## config.mk

```make
export PLATFORM = sky130hd
export DESIGN_NAME = alu_arbiter
export DESIGN_NICKNAME = d
export VERILOG_FILES = /design/src/rtl/alu_arbiter_pkg.sv /design/src/rtl/alu_arbiter_alu_core.sv /design/src/rtl/alu_arbiter.sv
export SDC_FILE = /design/constraint.sdc
export NUM_CORES = 1
export LEC_CHECK = 0
export CAP_MARGIN = 20
export CORE_MARGIN = 2
export CORE_UTILIZATION = 55
export DETAILED_ROUTE_END_ITERATION = 6
export GPL_TIMING_DRIVEN = 0
export PLACE_DENSITY = 0.95
export SLEW_MARGIN = 20
export SYNTH_ARGS = -nofsm -noshare
export SYNTH_HDL_FRONTEND = slang
export SYNTH_SLANG_ARGS = --single-unit
```

## constraint.sdc

```tcl
create_clock -name clk_i -period 5.3 [get_ports clk_i]
set_input_delay 0.795 -clock clk_i [delete_from_list [all_inputs] [get_ports clk_i]]
set_output_delay 0.795 -clock clk_i [all_outputs]
set_load 0.05 [all_outputs]
```

## src/rtl/alu_arbiter_pkg.sv

```systemverilog
// rtl/alu_arbiter_pkg.sv - shared FSM state encoding and ALU mode constants
// Ports: none (package). Imported by alu_core and alu_arbiter.
package alu_arbiter_pkg;

    typedef enum logic [1:0] {
        ST_IDLE = 2'd0,
        ST_EXEC = 2'd1,
        ST_RESP = 2'd2
    } state_e;

    localparam logic [3:0] MODE_ADD   = 4'b0000;
    localparam logic [3:0] MODE_SUB   = 4'b0001;
    localparam logic [3:0] MODE_CMP   = 4'b0010;
    localparam logic [3:0] MODE_AND   = 4'b0011;
    localparam logic [3:0] MODE_OR    = 4'b0100;
    localparam logic [3:0] MODE_NOT   = 4'b0101;
    localparam logic [3:0] MODE_INC   = 4'b0110;
    localparam logic [3:0] MODE_DEC   = 4'b0111;
    // Any mode with bit 3 set selects the shifter; bits [2:0] pick the shift.
    localparam logic [3:0] MODE_SHIFT = 4'b1000;

    localparam logic [2:0] SH_SHL1 = 3'd0;  // logical left by 1
    localparam logic [2:0] SH_SHR1 = 3'd1;  // logical right by 1
    localparam logic [2:0] SH_ASR1 = 3'd2;  // arithmetic right by 1
    localparam logic [2:0] SH_ROL1 = 3'd3;  // rotate left by 1
    localparam logic [2:0] SH_ROR1 = 3'd4;  // rotate right by 1
    localparam logic [2:0] SH_SHLB = 3'd5;  // logical left by b[1:0]
    localparam logic [2:0] SH_SHRB = 3'd6;  // logical right by b[1:0]
    localparam logic [2:0] SH_ASRB = 3'd7;  // arithmetic right by b[1:0]

endpackage

```

## src/rtl/alu_arbiter_alu_core.sv

```systemverilog
// rtl/alu_arbiter_alu_core.sv - combinational 4-bit ALU/shifter (module alu_core)
// Ports: a_i, b_i [3:0] operands; m_i [3:0] mode; r_o [3:0] result; ovf_o carry-out for add/sub, else 0.
module alu_core
    import alu_arbiter_pkg::*;
(
    input  logic [3:0] a_i,
    input  logic [3:0] b_i,
    input  logic [3:0] m_i,
    output logic [3:0] r_o,
    output logic       ovf_o
);

    logic [4:0] sum;

    always_comb begin
        r_o   = 4'd0;
        ovf_o = 1'b0;
        sum   = 5'd0;
        if (m_i[3]) begin
            case (m_i[2:0])
                SH_SHL1: r_o = {a_i[2:0], 1'b0};
                SH_SHR1: r_o = {1'b0, a_i[3:1]};
                SH_ASR1: r_o = {a_i[3], a_i[3:1]};
                SH_ROL1: r_o = {a_i[2:0], a_i[3]};
                SH_ROR1: r_o = {a_i[0], a_i[3:1]};
                SH_SHLB: r_o = a_i << b_i[1:0];
                SH_SHRB: r_o = a_i >> b_i[1:0];
                SH_ASRB: r_o = 4'($signed(a_i) >>> b_i[1:0]);
                default: r_o = 4'd0;
            endcase
        end else begin
            case (m_i)
                MODE_ADD: begin
                    sum   = {1'b0, a_i} + {1'b0, b_i};
                    r_o   = sum[3:0];
                    ovf_o = sum[4];
                end
                MODE_SUB: begin
                    // Two's-complement subtract; carry-out is the "no borrow" flag.
                    sum   = {1'b0, a_i} + {1'b0, ~b_i} + 5'd1;
                    r_o   = sum[3:0];
                    ovf_o = sum[4];
                end
                MODE_CMP: r_o = {1'b0, (a_i > b_i), (a_i == b_i), (a_i < b_i)};
                MODE_AND: r_o = a_i & b_i;
                MODE_OR:  r_o = a_i | b_i;
                MODE_NOT: r_o = ~a_i;
                MODE_INC: r_o = a_i + 4'd1;
                MODE_DEC: r_o = a_i - 4'd1;
                default:  r_o = 4'd0;
            endcase
        end
    end

endmodule

```

## src/rtl/alu_arbiter.sv

```systemverilog
// rtl/alu_arbiter.sv - two-requester arbiter around a shared alu_core with registered responses
// Ports: clk_i, rst_ni (async active-low); reqN_valid_i/reqN_ready_o/reqN_a_i/reqN_b_i/reqN_m_i request
//        channels (N=0,1); rspN_valid_o/rspN_ready_i response channels; rsp_r_o, rsp_ovf_o shared
//        registered result; busy_o (not IDLE); op_count_o completed responses (wraps).
// Config: ALU_ARB_RR_EN defined -> round-robin on ties; undefined -> requester 0 wins ties.
module alu_arbiter
    import alu_arbiter_pkg::*;
(
    input  logic       clk_i,
    input  logic       rst_ni,
    input  logic       req0_valid_i,
    output logic       req0_ready_o,
    input  logic [3:0] req0_a_i,
    input  logic [3:0] req0_b_i,
    input  logic [3:0] req0_m_i,
    input  logic       req1_valid_i,
    output logic       req1_ready_o,
    input  logic [3:0] req1_a_i,
    input  logic [3:0] req1_b_i,
    input  logic [3:0] req1_m_i,
    output logic       rsp0_valid_o,
    input  logic       rsp0_ready_i,
    output logic       rsp1_valid_o,
    input  logic       rsp1_ready_i,
    output logic [3:0] rsp_r_o,
    output logic       rsp_ovf_o,
    output logic       busy_o,
    output logic [7:0] op_count_o
);

    state_e     state_q;
    logic [3:0] a_q, b_q, m_q;
    logic       id_q;
    logic [3:0] rsp_r_q;
    logic       rsp_ovf_q;
    logic       rsp0_valid_q, rsp1_valid_q;
    logic [7:0] op_count_q;

    logic       grant_d;     // requester that would win this cycle
    logic       accept_d;
    logic [3:0] op_a_d, op_b_d, op_m_d;
    logic       rsp_take_d;  // winning requester consumes the pending response
    logic [3:0] alu_r;
    logic       alu_ovf;

`ifdef ALU_ARB_RR_EN
    logic last_q;  // last granted requester; reset to 1 so requester 0 wins the first tie

    always_comb begin
        grant_d = 1'b0;
        if (req0_valid_i && req1_valid_i) begin
            grant_d = ~last_q;
        end else begin
            grant_d = req1_valid_i;
        end
    end
`else
    always_comb begin
        grant_d = ~req0_valid_i;
    end
`endif

    always_comb begin
        req0_ready_o = (state_q == ST_IDLE) && req0_valid_i && !grant_d;
        req1_ready_o = (state_q == ST_IDLE) && req1_valid_i && grant_d;
        accept_d     = req0_ready_o || req1_ready_o;
        op_a_d       = grant_d ? req1_a_i : req0_a_i;
        op_b_d       = grant_d ? req1_b_i : req0_b_i;
        op_m_d       = grant_d ? req1_m_i : req0_m_i;
        rsp_take_d   = id_q ? rsp1_ready_i : rsp0_ready_i;
    end

    alu_core u_alu_core (
        .a_i   (a_q),
        .b_i   (b_q),
        .m_i   (m_q),
        .r_o   (alu_r),
        .ovf_o (alu_ovf)
    );

    always_ff @(posedge clk_i or negedge rst_ni) begin
        if (!rst_ni) begin
            state_q      <= ST_IDLE;
            a_q          <= 4'd0;
            b_q          <= 4'd0;
            m_q          <= 4'd0;
            id_q         <= 1'b0;
            rsp_r_q      <= 4'd0;
            rsp_ovf_q    <= 1'b0;
            rsp0_valid_q <= 1'b0;
            rsp1_valid_q <= 1'b0;
            op_count_q   <= 8'd0;
`ifdef ALU_ARB_RR_EN
            last_q       <= 1'b1;
`endif
        end else begin
            case (state_q)
                ST_IDLE: begin
                    if (accept_d) begin
                        a_q     <= op_a_d;
                        b_q     <= op_b_d;
                        m_q     <= op_m_d;
                        id_q    <= grant_d;
`ifdef ALU_ARB_RR_EN
                        last_q  <= grant_d;
`endif
                        state_q <= ST_EXEC;
                    end
                end
                ST_EXEC: begin
                    rsp_r_q      <= alu_r;
                    rsp_ovf_q    <= alu_ovf;
                    rsp0_valid_q <= ~id_q;
                    rsp1_valid_q <= id_q;
                    state_q      <= ST_RESP;
                end
                ST_RESP: begin
                    if (rsp_take_d) begin
                        rsp0_valid_q <= 1'b0;
                        rsp1_valid_q <= 1'b0;
                        op_count_q   <= op_count_q + 8'd1;
                        state_q      <= ST_IDLE;
                    end
                end
                default: state_q <= ST_IDLE;
            endcase
        end
    end

    assign rsp0_valid_o = rsp0_valid_q;
    assign rsp1_valid_o = rsp1_valid_q;
    assign rsp_r_o      = rsp_r_q;
    assign rsp_ovf_o    = rsp_ovf_q;
    assign busy_o       = (state_q != ST_IDLE);
    assign op_count_o   = op_count_q;

endmodule

```

==> out/qor.json <==
{
  "place": {
    "place.port_buffers": 46,
    "dp_hpwl_microns": 5030,
    "gp_congestion": 0.974,
    "dp_cells": 368
  },
  "synthesis": {
    "synth.top_cell.area_share": 0.317,
    "synth-edff-count": 0,
    "syn_inst": 272,
    "synth_adder_area_share": 0.0961,
    "synth_nets": 319,
    "yosysTopAreaCell": "sky130_fd_sc_hd__dfrtp_1",
    "synth_top_flop_cell": "sky130_fd_sc_hd__dfrtp_1",
    "yosys.cell_count.top_type": "sky130_fd_sc_hd__dfrtp_1",
    "yosys_warnings": 0,
    "async_s_r_ff_share_synth": 1.00,
    "synth-seq-area-share": 0.317,
    "post_synth.cell_area_avg_sq_um": 8.71,
    "synth.top_cells.by_area": "sky130_fd_sc_hd__dfrtp_1 (32%), sky130_fd_sc_hd__mux2i_1 (8.0%), sky130_fd_sc_hd__ha_1 (7.9%)",
    "synthMuxAreaShare": 0.104,
    "synth-compound-area-share": 0.195,
    "dominant_combinational_cell_family_by_area_after_synthesis": "compound AO/OA/AOI/OAI gates",
    "synthSimpleGateAreaFrac": 0.173,
    "synthXorXnorAreaFrac": 0.0407,
    "syn-cell-area_sq_mm": 0.00237,
    "ys_seq_elements": 30,
    "most_used_standard_cells_in_the_synthesized_netlist": "sky130_fd_sc_hd__dfrtp_1 (30), sky130_fd_sc_hd__nor2_1 (28), sky130_fd_sc_hd__a21oi_1 (24), sky130_fd_sc_hd__mux2i_1 (19), sky130_fd_sc_hd__o21ai_0 (19)",
    "post_synth_num_cell_types": 50
  },
  "clock_tree": {
    "cts_max_path_buffers": 2,
    "worst_skew_pair.late_latency_ps": 280,
    "post-cts-setup-buffers": 0,
    "tritoncts_clock_tree": "built",
    "cts_made_buffers": 5,
    "worst_setup_hold_path_clk_slew_ps": 70,
    "clock-root-buffer": "sky130_fd_sc_hd__clkbuf_8",
    "cts_num_sinks": 30,
    "hold_buffers_post_cts": 0,
    "htree_num_levels": 2,
    "cts-resized-gates": 0
  },
  "die": {
    "fp.coreArea_sq_mm": 0.00409,
    "initial_core_util": 0.580,
    "number_of_standard_cell_rows_in_the_floorplan": 23,
    "die-area_sq_mm": 0.00485,
    "chip_width_microns": 69.6,
    "pin_count": 48,
    "floorplan.die.height_microns": 69.6
  },
  "pwr": {
    "power.clock.fraction": 0.117,
    "max-vdd-ir-drop_mv": 0.409,
    "portion_of_total_power_attributed_to_sequential_cells": 0.210,
    "sw_frac_of_total": 0.510,
    "total_switching_power_mw": 1.04,
    "total_leakage_power_nw": 1.35,
    "power_density_mw_per_mm2": 682,
    "combPwrFrac": 0.673,
    "power.internal_mw": 1.00
  },
  "detailed_routing": {
    "dr.pass1.iters": 7,
    "dr_total_vias": 2278,
    "first_iter_violations": 217,
    "route.antenna.remaining_nets": 0,
    "drt_drc_violations_left": 2,
    "routedWlPerCell_microns": 17.9,
    "detail_route.wirelength_microns": 6700,
    "routed_via_density": 6.07
  },
  "critical_path": {
    "critPathLaunch": "req0_valid_i",
    "path_depth": 4,
    "critical_path_buf_inv_count": 3,
    "critPathMaxStageDelay_ps": 810,
    "crit_end": "req0_ready_o",
    "critical-path-top-delay-family": "buffers and inverters",
    "r2r_setup_slack_ps": 2650,
    "crit_path_start_kind": "input pin",
    "worstPathArrival_ps": 2440,
    "reg2reg_to": "rsp_r_o[3]$_DFFE_PN0P_",
    "worstReg2RegStart": "a_q[1]$_DFFE_PN0P_",
    "largest_fanout_on_the_critical_path": 10,
    "critical_path.slowest_cell": "sky130_fd_sc_hd__clkdlybuf4s50_1",
    "reg2regPathDepth": 8,
    "worstPathCellList": "clkbuf_1, buf_2, and2_1, clkdlybuf4s50_1",
    "crit_required_ps": 4510,
    "end_kind": "output pin",
    "critical_path_class": "input pin to output pin"
  },
  "sta": {
    "max-slew-margin-rel": 0.542,
    "report.final.slew_viol_count": 0,
    "final-setup-viol-count": 0,
    "rsz0062_at_grt": "false",
    "final.period_utilization": 0.611,
    "final.setup_skew_ps": 5.40,
    "fin_tns_setup_ps": 0,
    "final_hold_viol_count": 0,
    "period_minus_slack_ps": 3240,
    "holdWs_ps": 477,
    "fmaxAchievable_ghz": 0.309,
    "worst-slew-pin-transition_ps": 687
  },
  "global_routing": {
    "total_congestion_overflow_after_global_routing": 0,
    "grt_max_degree": 31,
    "grt_pass1_vias": 2189,
    "antenna_found_initial": 0,
    "grt_first_pass_wirelength_microns": 10700,
    "globalRouteTotalUtil": 0.278
  },
  "job": {
    "drv_cap": 0
  },
  "final_layout": {
    "drive_above_1_share": 0.0985,
    "finish.cell_count_without_fillers": 375,
    "antenna_cells": 0,
    "design.final.nets": 372,
    "synthToLayoutAreaGrowth_pct": 26.6
  },
  "run_status": {
    "failed_checks": "DRC",
    "status": "finished, violations left"
  },
  "hold_path": {
    "worst_hold_path_type": "flop to flop"
  }
}
## final cells by class
cell class | count | area (sq um)
inverter | 16 | 60.1
clock inverter | 1 | 30.0
tap | 50 | 62.6
sequential | 30 | 751
fill | 288 | 1090
clock buffer | 6 | 82.6
timing repair buffer | 46 | 455
buffer | 20 | 115
multi-input combinational | 206 | 1440
## per-stage QoR
step                      total power, mW  utilization  instance area (sq um)  setup WS, ps
after floorplan                      1.38            -                   2370          2640
after global placement               1.75        0.708                   2890          2090
after detailed placement             1.77        0.707                   2890          2080
after CTS                            2.02        0.734                   3000          2070
after global routing                 2.16        0.734                   3000          2010
final                                2.05        0.734                   3000          2060
## how the worst min path moves through the flow
stage | depth (start not counted) | start | end | slack (ps)
after global placement | 2 | rsp_r_o[1]$_DFFE_PN0P_ | rsp_r_o[1]$_DFFE_PN0P_ | 460
after detailed placement | 1 | op_count_o[7]$_DFFE_PN0P_ | op_count_o[7]$_DFFE_PN0P_ | 460
after CTS | 1 | op_count_o[7]$_DFFE_PN0P_ | op_count_o[7]$_DFFE_PN0P_ | 470
after floorplan | 0 | rst_ni | a_q[0]$_DFFE_PN0P_ | 500
final | 1 | op_count_o[7]$_DFFE_PN0P_ | op_count_o[7]$_DFFE_PN0P_ | 480
after global routing | 1 | op_count_o[7]$_DFFE_PN0P_ | op_count_o[7]$_DFFE_PN0P_ | 510
## power by group through the flow
stage,sequential [mW],clock (mW),combinational (mW)
3_3_place_gp,0.424,0,1.32
6_report,0.430,0.239,1.38
5_1_grt,0.442,0.248,1.47
2_1_floorplan,0.550,0,0.832
4_1_cts,0.427,0.241,1.35
3_5_place_dp,0.431,0,1.34
## per-layer routing
layer	part of all wire	up-vias	global-route usage
met3	0.071	17	0.0509
met4	0.020	0	0.105
met2	0.48	134	0.451
met1	0.43	1064	0.370
li1	-	1063	-
met5	0	-	0
## layout by cell type (no fill, tap or decap), drive strengths merged, types with 6 or more instances in the layout
cell type | Yosys | final
xnor2 | 6 | 6
clkbuf | 4 | 10
nand2b | 6 | 6
nand2 | 17 | 17
mux2i | 19 | 19
nor2 | 29 | 29
inv | 16 | 16
buf | 16 | 17
nor2b | 8 | 8
a21oi | 24 | 24
o21ai | 19 | 19
ha | 15 | 15
clkdlybuf4s50 | 0 | 45
dfrtp | 30 | 30
## cells by family (layout without fill, tap and decap cells)
group / after synthesis / in the layout
compound gates: 74 / 74
xor+xnor: 11 / 11
fa+ha+maj: 17 / 17
buf+inv: 36 / 89
flops: 30 / 30
mux: 23 / 23
simple gates: 81 / 81
## state kept, by name, indices dropped and copies added (netlist names)
name          count
m_q               4
a_q               4
rsp1_valid_o      1
rsp0_valid_o      1
state_q           2
id_q              1
rsp_r_o           4
op_count_o        8
rsp_ovf_o         1
b_q               4
(Power assumes the default switching activity.)
